$ cat config.mk
export PLATFORM = sky130hd
export DESIGN_NAME = seq_div
export DESIGN_NICKNAME = d
export VERILOG_FILES = /design/src/rtl/seq_div.sv
export SDC_FILE = /design/constraint.sdc
export NUM_CORES = 1
export LEC_CHECK = 0
export BUFFER_PORTS_ARGS = -buffer_cell sky130_fd_sc_hd__buf_2
export CORE_UTILIZATION = 60
export CTS_CLUSTER_SIZE = 8
export DETAILED_ROUTE_END_ITERATION = 12
export GPL_TIMING_DRIVEN = 0
export HOLD_SLACK_MARGIN = 0.05
export PLACE_DENSITY = 0.84
export SLEW_MARGIN = 5
export SYNTH_ARGS = -nofsm -noshare
export SYNTH_HDL_FRONTEND = slang
export SYNTH_SLANG_ARGS = --single-unit
$ cat constraint.sdc
create_clock -name clk -period 6.1 [get_ports clk]
set_clock_uncertainty 0.15 [all_clocks]
set_input_delay 1.22 -clock clk [delete_from_list [all_inputs] [get_ports clk]]
set_output_delay 1.22 -clock clk [all_outputs]
set_load 0.05 [all_outputs]
$ cat src/rtl/seq_div.sv
// rtl/seq_div.sv - 16-bit signed radix-2 restoring sequential divider with valid/ready handshake

module seq_div #(
    parameter int WIDTH = 16
) (
    input  logic             clk,
    input  logic             rst,
    input  logic             src_valid,
    output logic             src_ready,
    input  logic [WIDTH-1:0] dividend,
    input  logic [WIDTH-1:0] divisor,
    output logic             dst_valid,
    input  logic             dst_ready,
    output logic [WIDTH-1:0] quotient,
    output logic [WIDTH-1:0] remainder,
    output logic             div_by_zero
);

    localparam int CW = $clog2(WIDTH);

    typedef enum logic [1:0] {
        IDLE = 2'd0,
        CALC = 2'd1,
        DONE = 2'd2
    } state_t;

    state_t state;
    state_t state_next;

    // Magnitude datapath: dvd_mag shifts out dividend bits and shifts in quotient bits.
    logic [WIDTH-1:0] dvd_mag;
    logic [WIDTH-1:0] dvs_mag;
    logic [WIDTH:0]   prem;
    logic [CW-1:0]    count;
    logic             q_neg;
    logic             r_neg;

    logic             accept;
    logic             divisor_zero;
    logic             last_iter;
    logic [WIDTH:0]   shifted;
    logic [WIDTH:0]   trial;
    logic             q_bit;
    logic [WIDTH:0]   prem_next;
    logic [WIDTH-1:0] dvd_next;

    // Unsigned magnitude; the most-negative value maps to 2^(WIDTH-1).
    function automatic logic [WIDTH-1:0] mag(input logic [WIDTH-1:0] v);
        return v[WIDTH-1] ? (-v) : v;
    endfunction

    // One restoring step: shift in the next dividend bit, trial-subtract, keep or restore.
    always_comb begin
        shifted   = {prem[WIDTH-1:0], dvd_mag[WIDTH-1]};
        trial     = shifted - {1'b0, dvs_mag};
        q_bit     = ~trial[WIDTH];
        prem_next = q_bit ? trial : shifted;
        dvd_next  = {dvd_mag[WIDTH-2:0], q_bit};
    end

    // State register.
    always_ff @(posedge clk) begin
        if (rst) begin
            state <= IDLE;
        end else begin
            state <= state_next;
        end
    end

    // Next-state logic and handshake outputs.
    always_comb begin
        state_next   = state;
        src_ready    = 1'b0;
        dst_valid    = 1'b0;
        accept       = 1'b0;
        divisor_zero = (divisor == '0);
        last_iter    = (count == CW'(WIDTH - 1));
        case (state)
            IDLE: begin
                src_ready = 1'b1;
                accept    = src_valid;
                if (src_valid) begin
                    state_next = divisor_zero ? DONE : CALC;
                end
            end
            CALC: begin
                if (last_iter) begin
                    state_next = DONE;
                end
            end
            DONE: begin
                dst_valid = 1'b1;
                if (dst_ready) begin
                    state_next = IDLE;
                end
            end
            default: begin
                state_next = IDLE;
            end
        endcase
    end

    // Operand capture, iteration datapath and sign-corrected result registers.
    always_ff @(posedge clk) begin
        if (rst) begin
            dvd_mag     <= '0;
            dvs_mag     <= '0;
            prem        <= '0;
            count       <= '0;
            q_neg       <= 1'b0;
            r_neg       <= 1'b0;
            quotient    <= '0;
            remainder   <= '0;
            div_by_zero <= 1'b0;
        end else begin
            if (accept) begin
                dvd_mag <= mag(dividend);
                dvs_mag <= mag(divisor);
                q_neg   <= dividend[WIDTH-1] ^ divisor[WIDTH-1];
                r_neg   <= dividend[WIDTH-1];
                prem    <= '0;
                count   <= '0;
                if (divisor_zero) begin
                    quotient    <= '1;
                    remainder   <= dividend;
                    div_by_zero <= 1'b1;
                end
            end else if (state == CALC) begin
                dvd_mag <= dvd_next;
                prem    <= prem_next;
                count   <= count + CW'(1);
                if (last_iter) begin
                    quotient    <= q_neg ? (-dvd_next) : dvd_next;
                    remainder   <= r_neg ? (-prem_next[WIDTH-1:0]) : prem_next[WIDTH-1:0];
                    div_by_zero <= 1'b0;
                end
            end
        end
    end

endmodule

==> results.py, run 1 <==
metrics = {
    "outcome": {
        "status": "complete, no violations",
    },
    "sta": {
        "rsz0062_at_grt": "no",
        "finalMaxSlewViolations": 0,
        "tightest_slew_ns": 0.716,
        "setup_tns_ns": 0,
        "holdWs_ns": 0.328,
        "period_minus_slack_ns": 5.04,
        "slew_headroom_pct": 52.3,
        "max_freq_mhz": 198,
        "hold_viol_final": 0,
        "fin_crit_sh_pct": 82.6,
        "finalSetupViolCount": 0,
    },
    "min_path": {
        "holdCritPathClass": "reg2reg",
    },
    "worst_setup_path": {
        "crit_path_end_kind": "register",
        "reg2reg_slack_ns": 1.06,
        "critPathSlowestCell": "or4_1",
        "path_buf_inv": 6,
        "path_class": "reg2reg",
        "crit_fanout": 10,
        "worst_path_most_repeated_cell": "inv_1",
        "worstPathArrival_ns": 5.19,
        "reg2reg_from": "dvd_mag[15]",
        "worstPathCellList": "inv_1 -> ha_1 -> fa_1 -> nand2b_1 -> a211oi_2 -> o2111ai_1 -> a21boi_0 -> nor2b_1 -> buf_2 -> inv_1 -> buf_4 -> buf_2 -> o21ai_0 -> inv_1 -> ha_1 -> nand2_1 -> a211oi_1 -> nand3b_1 -> mux2_4 -> or4_1 -> nand3_1",
        "r2r_end": "remainder[14]",
        "cp.depth": 21,
        "cp-endpoint": "remainder[14]",
        "worstSetupStartpoint": "dvd_mag[15]",
        "rr_worst_depth": 21,
        "crit_family": "compound AO/OA/AOI/OAI gates",
        "critPathLaunchType": "register",
        "cp.required_ns": 6.26,
        "slowest_delay_ns": 0.55,
    },
    "power": {
        "p_leak_uw": 0.00256,
        "power_frac_comb_pct": 37.6,
        "power_uw": 1750,
        "p_sw_share_pct": 37.7,
        "power_switching_uw": 662,
        "irDropWorstVdd_mv": 0.199,
        "power_frac_clock_pct": 25.9,
        "p_per_area_mw_per_mm2": 268,
        "cellInternalPower_uw": 1090,
        "p_seq_share_pct": 36.5,
    },
    "die": {
        "fp.dieH_microns": 101,
        "die-area_sq_mm": 0.0101,
        "die_width_microns": 101,
        "rows": 35,
        "core_area_sq_mm": 0.00933,
        "start_util_pct": 62.4,
        "pin_count": 71,
    },
    "yosys": {
        "yosysSeqAreaShare_pct": 30.6,
        "synthArstFlopShare_pct": 0,
        "synthCells": 745,
        "yosysUniqueCellTypes": 64,
        "netlist_area_sq_mm": 0.00582,
        "ys_ff_latch": 89,
        "synth_fp_nets": 803,
        "ys.flop_type": "dfxtp_1",
        "synth_edf_count": 0,
        "yosysWarningCount": 0,
        "syn_avg_cell_area_sq_um": 7.82,
    },
    "placed_design": {
        "port_buffers": 68,
        "gp_congestion": 0.954,
        "hpwlAfterDp_mm": 13.6,
    },
    "clock_tree": {
        "cts_hold_buf": 0,
        "clk_latency_ns": 0.37,
        "post-cts-setup-buffers": 0,
        "cts_resized": 0,
        "clockBufferDepth": 2,
        "cts.sinks": 89,
        "cts_buffers": 9,
        "clk_pin_slew_ns": 0.08,
        "cts_root_buffer": "clkbuf_8",
        "htreeDepth": 3,
        "cts_tree": "built",
    },
    "layout": {
        "drive_gt1_share_pct": 13.5,
        "nNetsFinal": 882,
        "area_delta_synth_final_pct": 12.4,
        "antenna_cells": 0,
    },
    "grt": {
        "grt-ovfl-total": 0,
        "grt_max_degree": 15,
        "grt_pass1_wl_mm": 28.1,
        "first_global_vias": 5688,
        "grtUsageTotal_pct": 35.7,
        "antenna_found_initial": 0,
    },
    "drt": {
        "drc": 0,
        "drtAntennaViolNets": 0,
        "wl_per_cell_microns": 18.5,
        "avgViaCountPerCell": 6.40,
        "vias": 6133,
        "drt_pass1_iterations": 6,
        "drt_wl_total_mm": 17.8,
        "drtIter0Drc": 719,
    },
    "run": {
        "drv_cap": 0,
    },
}
## tightest hold or removal path, stage by stage, from the launching register on
cell	delay, ns
dfxtp_1	0.33
nand2_1	0.06
a21oi_1	0.05
## synthesized netlist by cell type (all sizes together) (6+ instances only)
cell | number | share of area [%]
a22oi | 25 | 3.2
o41ai | 6 | 0.90
xor2 | 35 | 5.3
nor3 | 15 | 1.3
clkbuf | 40 | 2.6
nand2b | 8 | 0.86
nor2 | 87 | 5.7
ha | 21 | 4.5
inv | 31 | 2.0
xnor2 | 24 | 3.6
nand3 | 16 | 1.4
or3 | 10 | 1.1
o22ai | 8 | 0.86
nand4 | 6 | 0.64
nand2 | 75 | 4.8
o21ai | 28 | 2.4
buf | 10 | 0.90
and3 | 6 | 0.64
o31ai | 12 | 1.5
dfxtp | 89 | 31
a211oi | 38 | 5.0
or4 | 10 | 1.4
a221oi | 12 | 1.8
o211ai | 7 | 0.90
mux2i | 16 | 2.8
a21oi | 48 | 4.1
## final cells by class
type / instances / area, sq um
Clock inverter: 5 / 78.8
Buffer: 50 / 205
Sequential cell: 89 / 1780
Clock buffer: 11 / 141
Timing Repair Buffer: 68 / 340
Fill cell: 797 / 2780
Tap cell: 129 / 161
Inverter: 31 / 116
Multi-Input combinational cell: 575 / 3720
## layer usage
metal	track usage [%]	share of wire (%)	routed length, microns
met5	0	0	0
met3	6.59	10	1780
met2	56.7	45	7940
met4	10.4	1.8	326
met1	49.3	43	7700
## placed cells by master, fill, tap and decap left out, drive strengths merged, types with 21 or more instances in the layout
cell,instances
xor2,35
buf,78
o21ai,28
a22oi,25
nor2,87
nand2,75
ha,21
a211oi,38
clkbuf,51
xnor2,24
inv,31
dfxtp,89
a21oi,48
## kinds of logic after synthesis
logic type,after synthesis,synth area share (%)
simple gates,256,20.9
xor+xnor,59,8.87
buf+inv,81,5.52
flops,89,30.6
mux,21,3.78
fa+ha+maj,22,4.86
compound gates,217,25.5
## worst min path at each step
stage               startpoint    endpoint  slack, ns  cells after the start
floorplan           dvs_mag[0]  dvs_mag[0]       0.29                      2
global placement    dvs_mag[0]  dvs_mag[0]       0.30                      2
detailed placement  dvs_mag[0]  dvs_mag[0]       0.31                      2
CTS                 dvs_mag[2]  dvs_mag[2]       0.33                      2
global route        dvs_mag[2]  dvs_mag[2]       0.33                      2
finish              dvs_mag[0]  dvs_mag[0]       0.33                      2
## state kept, by name (all words and copies together) (netlist names), 2 cells and up
register and cells:
count 4, state 2, dvd_mag 16, quotient 16
prem 16, remainder 16, dvs_mag 16
## power groups by stage
stage                     Clock, uW  Combinational [uW]  Sequential, uW
after floorplan                   0                 484             641
after global placement            0                 622             650
after detailed placement          0                 637             652
after CTS                       452                 641             638
after global routing            475                 720             643
final                           454                 659             640
## stage by stage
| step | instances | cell area [sq um] | utilization [%] | setup WS, ns |
|---|---|---|---|---|
| CTS | 958 | 6550 | 70.2 | 1.16 |
| global route | 958 | 6550 | 70.2 | 0.774 |
| floorplan | 745 | 5820 | - | 2.00 |
| detailed placement | 942 | 6320 | 67.8 | 1.25 |
| finish | 958 | 6550 | 70.2 | 1.06 |
| global placement | 942 | 6320 | 67.8 | 1.27 |
No activity file was read; power rests on OpenSTA's default activity.
==> inputs of run 2 (changes only) <==
--- a/config.mk
+++ b/config.mk
@@ -5,6 +5,7 @@
 export SDC_FILE = /design/constraint.sdc
 export NUM_CORES = 1
 export LEC_CHECK = 0
+export ABC_AREA = 1
 export BUFFER_PORTS_ARGS = -buffer_cell sky130_fd_sc_hd__buf_2
 export CORE_UTILIZATION = 60
 export CTS_CLUSTER_SIZE = 8
==> constraint.sdc (replaced) <==
create_clock -name clk -period 5.3 [get_ports clk]
set_clock_uncertainty 0.15 [all_clocks]
set_input_delay 1.06 -clock clk [delete_from_list [all_inputs] [get_ports clk]]
set_output_delay 1.06 -clock clk [all_outputs]
set_load 0.05 [all_outputs]
==> run 2 against run 1 <==
Compared with the run above:
- routed wire length increased by 0.42%
- via count increased by 7.1%
- non-clock buffer count decreased by 15
- die area increased by 7.1%
- sequential power increased by 15%
- register-to-register slack improved by 0.37 ns
- worst setup slack improved by 0.37 ns
- cell count increased by 23%
- clock power decreased by 3%
- critical path depth increased by 2
- first-iteration DRC count decreased by 37%
==> results.py, run 2 <==
metrics = {
    "outcome": {
        "status": "complete, no violations",
    },
    "yosys": {
        "yosysWarningCount": 0,
        "synth_top_area_share_pct": 28.5,
        "ys_ff_latch": 89,
        "synth.largest_area_cell": "dfxtp_1",
        "synthCells": 964,
        "synthArstFlopShare_pct": 0,
        "syn_avg_cell_area_sq_um": 6.48,
        "yosys-top-cells-area": "dfxtp_1, nand2_1, inv_1, nand3_1, o21ai_0",
        "synth_fp_nets": 1022,
        "netlist_area_sq_mm": 0.00625,
        "yosysUniqueCellTypes": 53,
        "ys.flop_type": "dfxtp_1",
        "synth.most_common_cell": "nand2_1",
        "yosysSeqAreaShare_pct": 28.5,
        "synth_edf_count": 0,
        "synth_commonest_cells": "nand2_1, inv_1, dfxtp_1",
    },
    "drt": {
        "drtIter0Drc": 454,
        "drt_pass1_iterations": 8,
        "drtAntennaViolNets": 0,
        "wl_per_cell_microns": 15.1,
        "drt_wl_total_mm": 17.8,
        "drc": 0,
        "avgViaCountPerCell": 5.56,
        "vias": 6571,
    },
    "placed_design": {
        "port_buffers": 69,
        "hpwlAfterDp_mm": 13.8,
        "numPlacedInstances": 1166,
        "gp_congestion": 1.01,
    },
    "sta": {
        "finalSetupViolCount": 0,
        "period_minus_slack_ns": 3.87,
        "max_freq_mhz": 258,
        "finalMaxSlewViolations": 0,
        "fin_crit_sh_pct": 73.1,
        "slew_headroom_pct": 20.4,
        "rsz0062_at_grt": "no",
        "hold_viol_final": 0,
        "tightest_slew_ns": 1.18,
        "setup_tns_ns": 0,
    },
    "grt": {
        "grtUsageTotal_pct": 33.6,
        "grt.busiest_layer": "met2",
        "met1_usage_pct": 45.8,
        "antenna_found_initial": 0,
        "grt_util_met3_pct": 5.14,
        "grt-ovfl-total": 0,
        "first_global_vias": 5954,
        "grt_pass1_wl_mm": 29.0,
        "use_met2_pct": 53.6,
        "grt_max_degree": 16,
    },
    "power": {
        "irDropWorstVdd_mv": 0.185,
        "p_leak_uw": 0.00331,
        "p_per_area_mw_per_mm2": 300,
    },
    "die": {
        "core_area_sq_mm": 0.00991,
        "rows": 36,
        "start_util_pct": 63.0,
        "pin_count": 71,
        "fp.dieH_microns": 104,
        "die-area_sq_mm": 0.0108,
        "die_width_microns": 104,
    },
    "layout": {
        "nNetsFinal": 1102,
        "finalNonFillerCells": 1182,
        "fin_util_pct": 69.9,
        "antenna_cells": 0,
        "fillCellCount": 890,
        "layout_common_cells": "nand2_1, inv_1, dfxtp_1, buf_2, nand3_1",
        "area_delta_synth_final_pct": 10.9,
        "mostFrequentLayoutCell": "nand2_1",
        "drive_gt1_share_pct": 14.7,
    },
    "worst_setup_path": {
        "reg2reg_slack_ns": 1.43,
        "reg2reg_from": "dvd_mag[15]",
        "crit_path_end_kind": "register",
        "critPathLaunchType": "register",
        "path_class": "reg2reg",
        "r2r_end": "quotient[14]",
        "worstPathArrival_ns": 4.01,
        "rr_worst_depth": 23,
        "crit_fanout": 10,
        "cp.required_ns": 5.43,
    },
    "clock_tree": {
        "cts_tree": "built",
        "clockBufferDepth": 2,
        "cts_hold_buf": 0,
        "clk_latency_ns": 0.39,
        "cts_buffers": 9,
        "cts_root_buffer": "clkbuf_8",
        "post-cts-setup-buffers": 0,
        "clk_pin_slew_ns": 0.10,
        "cts.sinks": 89,
        "htreeDepth": 3,
        "cts_resized": 0,
    },
    "min_path": {
        "min_path_cells": 2,
        "holdCritPathClass": "reg2reg",
        "hold-path-endpoint": "quotient[10]",
        "hp-start": "quotient[10]",
    },
    "run": {
        "drv_cap": 0,
    },
}
[run 2: cell types whose count changed after synthesis, moves of 18 or more]
cell      delta
a22oi_1     -22
a211oi_1    -35
nor2_1      -21
nand3_1     +52
inv_1      +117
nand2_1    +159
o21ai_0     +32
nand2_2     +18
[run 2: cells by family (layout without fill, tap and decap cells)]
group / after synthesis / after routing / synth area share, %
compound gates: 186 / 186 / 17.9
buf+inv: 188 / 273 / 11.9
flops: 89 / 89 / 28.5
fa+ha+maj: 22 / 22 / 4.53
xor+xnor: 32 / 32 / 4.61
simple gates: 447 / 447 / 32.5
[run 2: worst max path at each step]
stage | from | to | slack [ns] | depth (start not counted)
after floorplan | dvd_mag[15] | quotient[14] | 1.96 | 23
after detailed placement | divisor[0] | remainder[6] | 1.44 | 16
final | dvd_mag[15] | quotient[14] | 1.43 | 23
after CTS | dvd_mag[15] | quotient[14] | 1.45 | 23
after global placement | divisor[0] | remainder[6] | 1.43 | 16
after global routing | dvd_mag[15] | quotient[14] | 1.00 | 23
[run 2: final cells by class]
class | count | area [sq um] | area share [%]
multi-input cells | 687 | 3720 | 53.7
flip-flops and latches | 89 | 1780 | 25.7
inverters | 154 | 578 | 8.34
repair buffers | 69 | 345 | 4.98
well taps | 133 | 166 | 2.40
plain buffers | 34 | 165 | 2.38
clock buffers | 10 | 128 | 1.84
clock inverters | 6 | 43.8 | 0.632
[run 2: routing by layer]
layer / wire, microns / vias up
li1: - / 3283
met1: 8000 / 2958
met2: 7980 / 287
met3: 1450 / 43
met4: 394 / 0
met5: 0 / -
[run 2: power breakdown]
group / internal, uW / total [uW] / switching (uW)
clock network: 171 / 442 / 271
registers: 701 / 734 / 33.1
logic: 304 / 899 / 595
[run 2: stage by stage]
| step | worst slack, ns | hold slack (ns) | power [uW] | instance area (sq um) |
|---|---|---|---|---|
| 5_1_grt | 1.00 | 0.340 | 2210 | 6930 |
| 3_5_place_dp | 1.44 | 0.302 | 1620 | 6760 |
| 4_1_cts | 1.45 | 0.316 | 2050 | 6930 |
| 6_report | 1.43 | 0.312 | 2080 | 6930 |
| 2_1_floorplan | 1.96 | 0.282 | 1430 | 6250 |
| 3_3_place_gp | 1.43 | 0.303 | 1610 | 6760 |
[run 2: critical path, stage by stage (launching register included)]
cell	delay, ns
dfxtp_1	0.39
inv_1	0.09
ha_1	0.23
fa_1	0.41
inv_1	0.11
nand2_1	0.06
nand2_1	0.07
nand3_1	0.09
nand2_2	0.12
nand2_4	0.08
nand2_4	0.08
nand2_2	0.09
nand2_4	0.10
buf_6	0.16
ha_1	0.17
inv_1	0.05
nor3_1	0.17
inv_1	0.08
nor3_1	0.21
nand2_1	0.15
o41ai_1	0.37
o21ai_0	0.13
a21oi_1	0.16
nor2_1	0.05
